**config.mk**
```make
export PLATFORM = sky130hd
export DESIGN_NAME = id_ex_stage
export DESIGN_NICKNAME = d
export VERILOG_FILES = /design/src/rtl/pipeline_pkg.sv /design/src/rtl/fwd_mux.sv /design/src/rtl/id_ex_stage.sv
export SDC_FILE = /design/constraint.sdc
export NUM_CORES = 1
export LEC_CHECK = 0
export BUFFER_PORTS_ARGS = -buffer_cell sky130_fd_sc_hd__buf_2
export CORE_AREA = 2 2 125 127
export CTS_CLUSTER_SIZE = 16
export DETAILED_ROUTE_END_ITERATION = 8
export DIE_AREA = 0 0 127 129
export GPL_ROUTABILITY_DRIVEN = 0
export PLACE_DENSITY_LB_ADDON = 0.3
export SLEW_MARGIN = 20
export SYNTH_ARGS = -nofsm -noshare
export SYNTH_HDL_FRONTEND = slang
export SYNTH_SLANG_ARGS = --single-unit
```
**constraint.sdc**
```tcl
create_clock -name clk -period 2.96 [get_ports clk]
set_input_delay 0 -clock clk [delete_from_list [all_inputs] [get_ports clk]]
set_output_delay 0 -clock clk [all_outputs]
set_load 0.01 [all_outputs]
```
**src/rtl/pipeline_pkg.sv**
```systemverilog
// Shared ALU function encodings, datapath widths and the forwarding-source selector
// used by the ID/EX stage.
package pipeline_pkg;

  localparam int XLEN     = 32;
  localparam int REGW     = 5;
  localparam int STALL_CW = 16;

  localparam logic [3:0] ALU_AND  = 4'b0000;
  localparam logic [3:0] ALU_OR   = 4'b0001;
  localparam logic [3:0] ALU_XOR  = 4'b0010;
  localparam logic [3:0] ALU_XNOR = 4'b0011;
  localparam logic [3:0] ALU_ADD  = 4'b0100;
  localparam logic [3:0] ALU_SUB  = 4'b1100;
  localparam logic [3:0] ALU_SLT  = 4'b1101;

  typedef enum logic [1:0] {
    FWD_RF  = 2'd0,
    FWD_EX  = 2'd1,
    FWD_MEM = 2'd2,
    FWD_WB  = 2'd3
  } fwd_sel_e;

endpackage

```
**src/rtl/fwd_mux.sv**
```systemverilog
// Operand forwarding mux: picks the youngest in-flight producer of rs (EX > MEM > WB),
// falling back to regfile data. Register 0 is never forwarded.
module fwd_mux
  import pipeline_pkg::*;
#(
  parameter int XLEN = pipeline_pkg::XLEN,
  parameter int REGW = pipeline_pkg::REGW
) (
  input  logic [REGW-1:0] rs_i,
  input  logic            ex_fwd_en_i,
  input  logic [REGW-1:0] ex_rd_i,
  input  logic [XLEN-1:0] ex_data_i,
  input  logic            mem_we_i,
  input  logic [REGW-1:0] mem_rd_i,
  input  logic [XLEN-1:0] mem_data_i,
  input  logic            wb_we_i,
  input  logic [REGW-1:0] wb_rd_i,
  input  logic [XLEN-1:0] wb_data_i,
  input  logic [XLEN-1:0] rf_data_i,
  output logic [XLEN-1:0] operand_o
);

  fwd_sel_e sel;

  // NOTE: every always_comb output gets a default first so no path can infer a latch.
  always_comb begin
    sel = FWD_RF;
    if (ex_fwd_en_i && ex_rd_i != '0 && ex_rd_i == rs_i) begin
      sel = FWD_EX;
    end else if (mem_we_i && mem_rd_i != '0 && mem_rd_i == rs_i) begin
      sel = FWD_MEM;
    end else if (wb_we_i && wb_rd_i != '0 && wb_rd_i == rs_i) begin
      sel = FWD_WB;
    end
  end

  always_comb begin
    operand_o = rf_data_i;
    case (sel)
      FWD_EX:  operand_o = ex_data_i;
      FWD_MEM: operand_o = mem_data_i;
      FWD_WB:  operand_o = wb_data_i;
      default: operand_o = rf_data_i;
    endcase
  end

endmodule

```
**src/rtl/id_ex_stage.sv**
```systemverilog
// ID/EX pipeline register feeding the ALU: forwarded operand capture, load-use
// bubble insertion, backpressure/flush handling and a saturating stall counter.
module id_ex_stage
  import pipeline_pkg::*;
#(
  parameter int XLEN     = pipeline_pkg::XLEN,
  parameter int REGW     = pipeline_pkg::REGW,
  parameter int STALL_CW = pipeline_pkg::STALL_CW
) (
  input  logic                clk,
  input  logic                rst_n,
  input  logic                id_valid,
  output logic                id_ready,
  input  logic [REGW-1:0]     id_rs1,
  input  logic [REGW-1:0]     id_rs2,
  input  logic [REGW-1:0]     id_rd,
  input  logic [XLEN-1:0]     id_rd1,
  input  logic [XLEN-1:0]     id_rd2,
  input  logic [XLEN-1:0]     id_imm,
  input  logic                id_use_imm,
  input  logic [3:0]          id_alu_func,
  input  logic                id_mem_read,
  input  logic                id_reg_write,
  input  logic [XLEN-1:0]     alu_result,
  input  logic                mem_reg_write,
  input  logic [REGW-1:0]     mem_rd,
  input  logic [XLEN-1:0]     mem_result,
  input  logic                wb_reg_write,
  input  logic [REGW-1:0]     wb_rd,
  input  logic [XLEN-1:0]     wb_result,
  input  logic                flush,
  input  logic                ex_ready,
  output logic                ex_valid,
  output logic [XLEN-1:0]     ex_In1,
  output logic [XLEN-1:0]     ex_In2,
  output logic [3:0]          ex_alu_func,
  output logic [REGW-1:0]     ex_rd,
  output logic                ex_reg_write,
  output logic                ex_mem_read,
  output logic [STALL_CW-1:0] stall_cnt
);

  logic                ex_valid_q, ex_reg_write_q, ex_mem_read_q;
  logic [XLEN-1:0]     ex_in1_q, ex_in2_q;
  logic [3:0]          ex_alu_func_q;
  logic [REGW-1:0]     ex_rd_q;
  logic [STALL_CW-1:0] stall_cnt_q, stall_cnt_d;

  logic            advance, hazard, capture, ex_fwd_en;
  logic [XLEN-1:0] fwd_rs1, fwd_rs2;

  assign advance   = !ex_valid_q || ex_ready;
  assign hazard    = ex_valid_q && ex_mem_read_q && (ex_rd_q != '0) && id_valid &&
                     ((id_rs1 == ex_rd_q) || (!id_use_imm && (id_rs2 == ex_rd_q)));
  assign id_ready  = flush || (advance && !hazard);
  assign capture   = !flush && advance && id_valid && !hazard;
  // A load in EX has no data yet; its consumers are caught by the hazard instead.
  assign ex_fwd_en = ex_valid_q && ex_reg_write_q && !ex_mem_read_q;

  fwd_mux #(.XLEN(XLEN), .REGW(REGW)) u_fwd_rs1 (
    .rs_i        (id_rs1),
    .ex_fwd_en_i (ex_fwd_en),
    .ex_rd_i     (ex_rd_q),
    .ex_data_i   (alu_result),
    .mem_we_i    (mem_reg_write),
    .mem_rd_i    (mem_rd),
    .mem_data_i  (mem_result),
    .wb_we_i     (wb_reg_write),
    .wb_rd_i     (wb_rd),
    .wb_data_i   (wb_result),
    .rf_data_i   (id_rd1),
    .operand_o   (fwd_rs1)
  );

  fwd_mux #(.XLEN(XLEN), .REGW(REGW)) u_fwd_rs2 (
    .rs_i        (id_rs2),
    .ex_fwd_en_i (ex_fwd_en),
    .ex_rd_i     (ex_rd_q),
    .ex_data_i   (alu_result),
    .mem_we_i    (mem_reg_write),
    .mem_rd_i    (mem_rd),
    .mem_data_i  (mem_result),
    .wb_we_i     (wb_reg_write),
    .wb_rd_i     (wb_rd),
    .wb_data_i   (wb_result),
    .rf_data_i   (id_rd2),
    .operand_o   (fwd_rs2)
  );

  // NOTE: the payload is reset too, because every EX output must read 0 during reset.
  always_ff @(posedge clk or negedge rst_n) begin
    if (!rst_n) begin
      // NOTE: sequential state uses non-blocking assignments so all registers update together.
      ex_valid_q     <= 1'b0;
      ex_in1_q       <= '0;
      ex_in2_q       <= '0;
      ex_alu_func_q  <= '0;
      ex_rd_q        <= '0;
      ex_reg_write_q <= 1'b0;
      ex_mem_read_q  <= 1'b0;
    end else if (flush) begin
      ex_valid_q <= 1'b0;
    end else if (advance) begin
      ex_valid_q <= capture;
      if (capture) begin
        ex_in1_q       <= fwd_rs1;
        ex_in2_q       <= id_use_imm ? id_imm : fwd_rs2;
        ex_alu_func_q  <= id_alu_func;
        ex_rd_q        <= id_rd;
        ex_reg_write_q <= id_reg_write;
        ex_mem_read_q  <= id_mem_read;
      end
    end
  end

  always_comb begin
    stall_cnt_d = stall_cnt_q;
    if (id_valid && !id_ready && !flush && (stall_cnt_q != '1)) begin
      stall_cnt_d = stall_cnt_q + {{(STALL_CW-1){1'b0}}, 1'b1};
    end
  end

  always_ff @(posedge clk or negedge rst_n) begin
    if (!rst_n) stall_cnt_q <= '0;
    else        stall_cnt_q <= stall_cnt_d;
  end

  assign ex_valid     = ex_valid_q;
  assign ex_In1       = ex_in1_q;
  assign ex_In2       = ex_in2_q;
  assign ex_alu_func  = ex_alu_func_q;
  assign ex_rd        = ex_rd_q;
  assign ex_reg_write = ex_reg_write_q;
  assign ex_mem_read  = ex_mem_read_q;
  assign stall_cnt    = stall_cnt_q;

endmodule

```
---- Word-level counts from Yosys, hierarchy flattened ----
Index checks and enable logic that the tools add are counted.
storage, ports and cells
  register bits after elaboration ......... 92
  bits of input ports ..................... 231
  output and inout bits ................... 93
  logic and storage cells ................. 73
operators by class
  $add $sub $neg .......................... 1
  equal/unequal tests ..................... 15
  mux-type cells .......................... 11
  bitwise gates (word level) .............. 1
  reductions and logical operators ........ 37
operators with widths
  kind                     number
  $pmux W32 S3             2
  $eq A5 B5 Y1             8
  $mux W32                 1
  $logic_and A1 B1 Y1      23
  $add A16 B1 Y16 const B  1
  $ne A16 B16 Y1 const B   1
  $reduce_bool A5 Y1       3
  $mux W2                  6
  $eq A2 B2 Y1 const B     4
  $logic_not A1 Y1         6
  $eq A2 B1 Y1 const B     2
  $logic_or A1 B1 Y1       3
  $reduce_and A3 Y1        1
  $mux W1                  2
  $reduce_bool A2 Y1       1
  $not A1 Y1               1

---- Logic depth before layout (Yosys ltp) ----
Gate-level depths: netlist of the first run.
  depth after elaboration ................. 11
  gate-level depth with buffers ........... 10

---- Cells and area by module ----
Synthesis of the first run repeated with hierarchy kept, for this count alone.
unflattened totals
  cells, all modules ...................... 611
  area, all modules ....................... 6403.6 um^2
modules (own cells, without submodules)
  module       times used  cells an instance  area an instance (um^2)  seq. area each (um^2)
  id_ex_stage  1           321                4001.3                   2302.2
  fwd_mux      2           145                1201.2                   0.0

---- Worst setup path before layout of the first run ----
Ideal clock, no wire load.
  path kind ............................... register to register
  from .................................... reg ex_rd_q[0], in the netlist ex_rd[0]
  to ...................................... reg stall_cnt_q[1], in the netlist stall_cnt[1]
  arrival time ............................ 2215 ps
  slack ................................... 620 ps
  cell stages (with the launch flop) ...... 8
  path buffers ............................ 2
  period minus slack after synthesis ...... 2340 ps
  cell sequence ........................... dfrtp_1 -> or4_4 -> o211ai_2 -> o21ba_1 -> buf_6 -> clkbuf_1 -> o21ai_0 -> mux2_2
between the ends
  longest elaborated chain between the ends .. 11
  elaborated cells between the ends (all ways) .. 15
  those cells by class .................... eq/ne (2); reduce/logical (13)
RTL lines
  element                                                    RTL line                              text
  start, declared                                            id_ex_stage.sv:46                     logic [REGW-1:0] ex_rd_q;
  start signal, assigned                                     id_ex_stage.sv:109                    ex_rd_q <= id_rd;
  $eq A5 B5 Y1 or $reduce_bool A5 Y1 (tied branches)         id_ex_stage.sv:54, id_ex_stage.sv:53
  $logic_and A1 B1 Y1 (on tied branches)                     id_ex_stage.sv:54, id_ex_stage.sv:53
  $logic_or A1 B1 Y1 or $logic_and A1 B1 Y1 (tied branches)  id_ex_stage.sv:54, id_ex_stage.sv:53
  $logic_and A1 B1 Y1 *                                      id_ex_stage.sv:53                     assign hazard = ex_valid_q && ex_mem_read_q && (ex_rd_q != '0) && id_valid &&
  $logic_not A1 Y1 *                                         id_ex_stage.sv:55                     assign id_ready = flush || (advance && !hazard);
  $logic_and A1 B1 Y1 *                                      id_ex_stage.sv:55
  $logic_or A1 B1 Y1 *                                       id_ex_stage.sv:55
  $logic_not A1 Y1 *                                         id_ex_stage.sv:118                    if (id_valid && !id_ready && !flush && (stall_cnt_q != '1)) begin
  $logic_and A1 B1 Y1 * (3 in a row)                         id_ex_stage.sv:118
  end signal, assigned                                       id_ex_stage.sv:125                    else stall_cnt_q <= stall_cnt_d;
  end, declared                                              id_ex_stage.sv:47                     logic [STALL_CW-1:0] stall_cnt_q, stall_cnt_d;
Mark *: on every way between the ends. The rest lies on a longest branch, timed or not.
A chain may end at the register's enable or synchronous reset.

---- Worst setup path in the final report of the first run ----
  from .................................... reg ex_rd_q[4], in the netlist ex_rd[4]
  to ...................................... reg ex_in1_q[11], in the netlist ex_In1[11]
between the ends
  longest elaborated chain between the ends .. 7
  elaborated cells between the ends (all ways) .. 19
  those cells by class .................... eq/ne (6); mux (2); reduce/logical (11)
RTL lines
  element                                                               RTL line            text
  parallel branches: the longest is 7 deep, another holds $pmux W32 S3  n/a
  end signal, assigned                                                  id_ex_stage.sv:106  ex_in1_q <= fwd_rs1;
  end, declared                                                         id_ex_stage.sv:44   logic [XLEN-1:0] ex_in1_q, ex_in2_q;
Parallel ways; which one is timed is not known.

==> results of run 1 <==
==> logic make-up (layout without fill, tap and decap cells) <==
family,count (synthesis),count (layout)
mux,12,12
flops,92,92
xor+xnor,45,45
simple gates,212,212
buf+inv,118,476
compound gates,279,279
fa+ha+maj,1,1
==> placed cells by master, fill, tap and decap left out, types with 32 or more instances in the layout <==
cell | netlist | routed
nor2b_1 | 33 | 33
o31ai_1 | 64 | 64
nor2_1 | 40 | 39
o21ai_0 | 101 | 101
inv_1 | 33 | 33
dlygate4sd3_1 | 0 | 76
or3_1 | 32 | 32
dfrtp_1 | 92 | 92
a221oi_1 | 32 | 32
nor3_1 | 35 | 34
buf_2 | 10 | 322
nand4_1 | 35 | 35
==> final cells by class <==
cell class,count,area [sq um]
clock buffers,10,239.0
clock inverters,6,71.32
fillers,1303,5653
inverters,33,123.9
multi-input cells,549,3737
flip-flops and latches,92,2302
well taps,188,235.2
repair buffers,427,2615
==> what timing repair did <==
| item | CTS | global route |
|---|---|---|
| hold endpoints to repair | 134 | 0 |
| setup buffers | 0 | 0 |
| hold buffers | 76 | 0 |
| endpoints found under the setup margin | 0 | 0 |
| gates resized for setup | 0 | 0 |
==> worst max-delay path, delay by kind of cell, from the launching register on <==
family	cells	cell delay (ns)
buffers and inverters	1	0.36
XOR/XNOR	1	0.19
AO/OA/AOI/OAI	2	0.36
flip-flops	1	0.46
AND/OR/NAND/NOR	2	1.16
==> path summary, 6_finish.rpt <==
check                             startpoint       endpoint  slack, ns  depth (start not counted)
worst max-delay path                ex_rd[4]     ex_In1[11]       0.33                          6
max in group asynchronous              rst_n     ex_In1[15]       1.86                          3
min in group asynchronous              rst_n  stall_cnt[11]       0.30                          2
worst min-delay path              id_imm[14]     ex_In2[14]       0.02                          3
worst min register to register  stall_cnt[6]   stall_cnt[6]       0.50                          1
worst max register to register      ex_rd[4]     ex_In1[11]       0.33                          6
==> metrics by stage <==
stage	setup slack [ns]	std cells	total power [mW]
after floorplan	0.6201	759	2.144
after global placement	0.4295	1213	2.719
after detailed placement	0.3581	1213	2.731
after CTS	0.3277	1305	4.027
after global routing	0.09528	1305	4.231
final	0.3281	1305	4.036
==> registers in the layout, indices dropped and copies added, names as in the netlist <==
| register | cells |
|---|---|
| ex_In1 | 32 |
| ex_In2 | 32 |
| ex_alu_func | 4 |
| ex_mem_read | 1 |
| ex_rd | 5 |
| ex_reg_write | 1 |
| ex_valid | 1 |
| stall_cnt | 16 |
==> report_power, final <==
group,internal (mW),switching (mW),total [mW]
registers,1.46,0.149,1.61
clock network,0.685,0.543,1.23
logic,0.552,0.650,1.20
total,2.69,1.34,4.04
==> per-layer routing <==
layer | part of all wire [%] | vias up | global-route usage, % | wire length (microns)
met5 | 0 | - | 0 | 0
met4 | 3.9 | 0 | 15.19 | 1094
met3 | 9.0 | 91 | 5.489 | 2497
met2 | 48 | 588 | 55.47 | 13260
met1 | 40 | 3827 | 42.55 | 11030
li1 | - | 3597 | - | -
==> impl_summary.md, run 1 <==
Final layout
The area growth from synthesis to layout is 42.59%. The design area is 9324 sq um. For this run, the post-layout net count is 1,344.

The number of inserted diodes is 0. The final core utilization is between 60% and 70%. The share of layout cells above drive strength 1 is 35.09%.

Timing
The count of final hold-check violations was 0. The upper clock frequency limit is 379.9 MHz. The hold slack is 0.01582 ns. The clock skew after layout is 0.01006 ns.

For the final routed database, the setup TNS stands at 0 ns. The number of endpoints failing setup at the final stage is 0. The final number of max-transition violations is 0. The final critical-path share of the clock period is 88.92%. The post-route minimum period is 2.632 ns.

Setup repair after global routing left no endpoint under its margin. The worst relative slew slack is 31.80%. The slew at the pin closest to its max-slew limit is 1.023 ns.

Route
The total iterations of the first detailed-routing run is 7. The total wire length is approximately 28,000 microns. The post-detailed-route count of antenna-violating nets is 0. After detailed routing, the average wire length per cell comes to 21.36 microns. The vias after detailed routing is 8,103.

The number of design-rule violations left by the first detailed-router iteration is 768. After detailed routing, the number of vias per cell comes to 6.209. The number of remaining DRC errors is 0.

Place
The post-detailed-placement cell area is 8253 sq um. The count of buffers added on input and output ports is 323. Once detailed placement completed, the half-perimeter wirelength came to roughly 19,000 microns.

Floorplan
The floorplan step defined a core boundary enclosing 14,980 sq um. The die is roughly 130 microns tall. The initial utilization of the core area, before any placement, comes to a little over two fifths. The die covers 16,380 sq um. In this run the count of I/O pins placed on the die edge is 324. The row count is 45. The x dimension of the die is 127 microns.

Pwr
The power density over cell area is 432.8 nW/um^2. The total leakage power is approximately 4.2 nW. VDD sags by at most 262.3 uV.

Worst setup path
For the worst setup path, the data required time is between 3 and 4 ns. The worst setup path category is reg2reg. The slowest stage of the critical path is the and3_1 cell. The largest single stage delay on the critical path is between 0.8 and 0.9 ns. The endpoint arrival time on the critical path is 2.88 ns. The signal on the critical path passes through xor2_1, nor3_1, and3_1, buf_4, a2bb2oi_1, o31ai_1. In this run the worst path has a maximum fanout of 22.

The endpoint type of the worst setup path is a flop. The critical path startpoint category is a flop.

Clocking
The CTS tree is yes. The clock latency on the worst-skew pair is 0.35 ns. The root buffer cell is clkbuf_16. The clock input transition at the sequential cells of the worst setup and hold paths is 0.07 ns. The deepest level of the CTS H-tree is 3.

The number of buffers created by CTS is 9. In this run the deepest clock path goes through 2 buffers. Clock tree synthesis found a total of 92 sinks.

Global routing
The total congestion overflow is 0. The initial antenna violation count is 0. Entering global routing, the biggest net connects 65 pins. The overall routing resource usage is between 30% and 40%. The number of global-route vias before repair is roughly 8,000. The first global-routing pass estimated 42,510 microns of wire.

Synthesis
After synthesis, the cell types taking the most area are dfrtp_1, o21ai_0, o31ai_1. Yosys instantiated no cell more often than o21ai_0. Of the post-synthesis cell area, the part taken by muxes is 2.067%. The part of the Yosys area used for sequential elements is 35.21%. Ranked by instance count, the synthesized netlist is headed by o21ai_0, dfrtp_1, clkbuf_1, o31ai_1, nor2_1.

The xor-xnor portion of the synthesized cell area is 6.028%. The share of synthesized flip-flops with an asynchronous set or reset is 100.0%. After synthesis, the mean cell area works out to 8.615 sq um. Counting flops and latches in the post-synthesis netlist gives ~90. Yosys mapped the design onto 43 distinct sky130hd cell types. After synthesis, the largest family of logic cells by area is compound AO/OA/AOI/OAI gates. The number of nets produced by synthesis is roughly 1,000. The number of enable-type register cells in the synthesized netlist is 0. Of the total synthesized cell area, the portion taken by full adders, half adders and majority gates is less than 1%. The synthesized cell area is 6539 sq um.

The synthesized netlist devotes 30.14% of its cell area to compound gates. The library cell with the largest summed area after synthesis is dfrtp_1. The area share of and/or/nand/nor cells after synthesis is 18.35%.

The synthesized instance count is 759. The most used flip-flop cell after synthesis is dfrtp_1. During synthesis, Yosys emitted a total of 0 warnings. The share of Yosys cell area claimed by the top area cell type is 35.21%.

Job
The max-cap violation count is 0.

Run status
The run finished with clean final reports.

Worst hold path
The path class of the tightest hold or removal check is in2reg.
Power figures use the tool's default switching activity.
==> inputs of run 2 (changes only) <==
CORE_AREA = 2 2 127 129   (was 2 2 125 127)
DIE_AREA = 0 0 129 131   (was 0 0 127 129)
SYNTH_HIERARCHICAL = 1   (was unset)
==> run 2 against run 1 <==
The run now ends with negative hold slack left. Via count down 19%. Maximum frequency up 5.4%. Sequential cell count unchanged. Sequential share of layout area up 0.70 points. Critical path depth up 3. Clock power up 9%.
==> impl_summary.md, run 2 <==
Worst setup path
The data required time at the worst endpoint is 3.21 ns. Tracing the worst setup path back leads to its startpoint at ex_rd[0]. For the worst setup path, the data arrival time is around 2.8 ns. The worst setup path category is reg2reg.

The startpoint of the lowest-slack register-to-register path is ex_rd[0]. The biggest fanout along the worst timing path is 13. STA classifies the critical path startpoint as a flop. STA classifies the critical path endpoint as a flop.

Global routing
The wire length of the first global-routing pass is ~35,000 microns. The initial antenna violation count is 3. The overall routing resource usage is 26.56%. The number of global-route vias before repair is 6,507. The largest net degree at the start of global routing is 93. The total congestion overflow is 0.

Synthesis
The biggest area contributor in the post-synthesis netlist is dfrtp_1. The share of Yosys cell area claimed by the top area cell type is 35.95%. The number of nets produced by synthesis is around 840. The count of unique library cells instantiated by Yosys is 40. A synthesized cell averages 10.48 sq um. The synthesized cell area is 6404 sq um. In the post-synthesis netlist, the biggest area contributors are dfrtp_1, a2bb2oi_2, o221ai_1. The number of warnings reported in the yosys synthesis log is 6. The number of enable-type register cells in the synthesized netlist is 0.

The synthesized instance count is 611. The most numerous cell in the Yosys netlist is nand2_1. The share of synthesized flip-flops with an asynchronous set or reset is 100.0%.

The part of the Yosys area used for sequential elements is between 30 and 40%. By count the netlist is led by nand2_1, dfrtp_1, o221ai_1, a2bb2oi_2, mux2_2. In this run, synthesis produced a sequential element count of ~90.

The most used flip-flop cell after synthesis is dfrtp_1.

Clocking
The longest clock path from root to sink contains 2 buffers. The count of hold-fix buffers inserted at cts is 44. The clock input transition at the sequential cells of the worst setup and hold paths is 0.06 ns.

At the later pin of the worst-skew pair, clock insertion delay measures 0.34 ns. The number of buffers created by CTS is 9. Once the clock tree was built, the resizer swapped 0 gates to a different size. Once the clock tree was built, the setup fixing pass inserted 0 buffers. Clock tree synthesis found a total of 92 sinks. The H-tree generated during clock tree synthesis spans 3 levels. The tree is rooted in a clkbuf_16. The CTS tree is yes.

Route
The routed length on met1 is 9262 microns. The number of design-rule violations left by the first detailed-router iteration is 354. The highest layer touched by signal routing is met4. The pre-antenna-repair detailed-routing pass consisted of 5 iterations. The total wire length is roughly 23,000 microns. The vias after detailed routing is roughly 6,600. The post-detailed-route count of antenna-violating nets is 0.

The per-cell via count in the routed design is 5.550. The number of remaining DRC errors is 0. In the final routed layout, each cell accounts on average for 19.65 microns. The routed design uses ~1600 microns of met3 wire.

The met2 wirelength from detailed routing is 11,930 microns.

Worst hold path
In this run the worst hold path is classified as in2reg. In this run the most critical hold path is launched from id_imm[30].

Final layout
Leaving out fill and tap cells, the most frequent cells in the layout are buf_2, nand2_1, dfrtp_1. At the end of the flow, the number of nets in the layout was between 1,000 and 1,500. The design area is 9067 sq um. From synthesis to final layout, the design area changed by 41.60%. In the final layout, the share of cells above drive strength 1 is about half. The most common library cell in the layout ignoring fill and taps is buf_2.

Timing
The final critical-path share of the clock period is between 80% and 90%. The worst relative slew slack is 55.92%. Hold timing on the final database bottoms out at a slack of -0.004727 ns. The final number of max-transition violations is 0.

The clock skew after layout is 0.01213 ns. Setup repair after global routing left no endpoint under its margin. The count of final hold-check violations is 1.

At the pin with the least slew margin, the transition time is 0.6612 ns. Setup violations remaining at the end of the flow were counted as 0. For the final routed database, the setup TNS stands at 0 ns.

The upper clock frequency limit is 400.3 MHz. The post-route minimum period is 2.498 ns.

Floorplan
Row generation in the floorplan step produced 46 rows. The placeable core area is 15,600 sq um. The floorplan step defined a die boundary enclosing 16,900 sq um.

Measured along the y axis, the die boundary spans 131 microns. The initial standard-cell utilization of the core is 41.06%. The x dimension of the die is 129 microns. approximately 320 I/O pins were placed.

Pwr
The portion of total power attributed to combinational logic is about 29%. The clock network power share is between 30% and 40%. Across the VDD grid, the largest voltage drop is ~340 uV. The final total power is 4.167 mW. Net switching is between 20 and 30% of the power. Power spread over the standard cell area amounts to 459.6 nW/um^2.

The internal cell power is 2.922 mW. The register share of total power is 39.1%. The total leakage power is 4.230 nW. The net switching power figure is 1.245 mW.

Place
Summed over all nets, the half-perimeter wirelength after detailed placement is 16,790 microns. During placement, the flow inserted port buffers numbering 323. The post-detailed-placement cell area is between 8000 and 9000 sq um.

Job
The max-cap violation count is 0.

Run status
The final reports fail on negative hold slack. The flow ran to the end, but the final reports show violations.
run 2: layout make-up:
class	count	area, sq um
fill	1403	6530
multi-input combinational	470	3880
sequential	92	2302
timing repair buffer	389	2262
tap	216	270.3
clock buffer	10	239.0
clock inverter	5	100.1
antenna	4	10.01
inverter	1	3.754
run 2: power groups by stage:
stage / Clock (mW) / Combinational (mW) / Sequential, mW
floorplan: 0 / 0.488 / 1.73
global route: 1.41 / 1.30 / 1.66
finish: 1.34 / 1.20 / 1.63
detailed placement: 0 / 1.16 / 1.65
CTS: 1.36 / 1.20 / 1.63
global placement: 0 / 1.14 / 1.65
run 2: cells by family after synthesis:
kind of cell	count (synthesis)	synth area share [%]
compound gates	174	27.76
mux	78	13.05
xor+xnor	49	6.702
simple gates	168	12.11
buf+inv	49	4.220
flops	92	35.95
fa+ha+maj	1	0.1954
run 2: per-stage QoR:
step                instances  util, %  worst slack [ns]
floorplan                 611        -            0.7608
detailed placement       1124    53.07            0.4609
global placement         1124    53.07            0.5016
global route             1186    58.12            0.2812
finish                   1187    58.13            0.4619
CTS                      1183    58.07            0.4224
run 2: final timing paths:
| path | end | slack (ns) | cells after the start |
|---|---|---|---|
| worst min register to register | ex_In2[20] | 0.48 | 2 |
| max in group asynchronous | ex_In1[15] | 2.31 | 3 |
| min in group asynchronous | ex_In2[27] | 0.26 | 3 |
| worst max register to register | ex_In2[30] | 0.46 | 9 |
| worst min-delay path | ex_In2[30] | -0.005 | 3 |
| worst max-delay path | ex_In2[30] | 0.46 | 9 |
run 2: routing by layer:
layer | vias to the layer above | GRT usage (%)
met5 | - | 0
met4 | 0 | 8.760
met3 | 39 | 4.438
met2 | 327 | 47.62
met1 | 3179 | 32.58
li1 | 3043 | -
run 2: critical path, stage by stage (launching register included):
cell and delay, ns:
dfrtp_1 0.55, nor4_1 0.11, nor3_1 0.14, a21oi_1 0.10, or4_1 0.62, nand3_2 0.12
buf_4 0.29, a2bb2oi_2 0.19, mux2i_1 0.09, o21ai_0 0.19
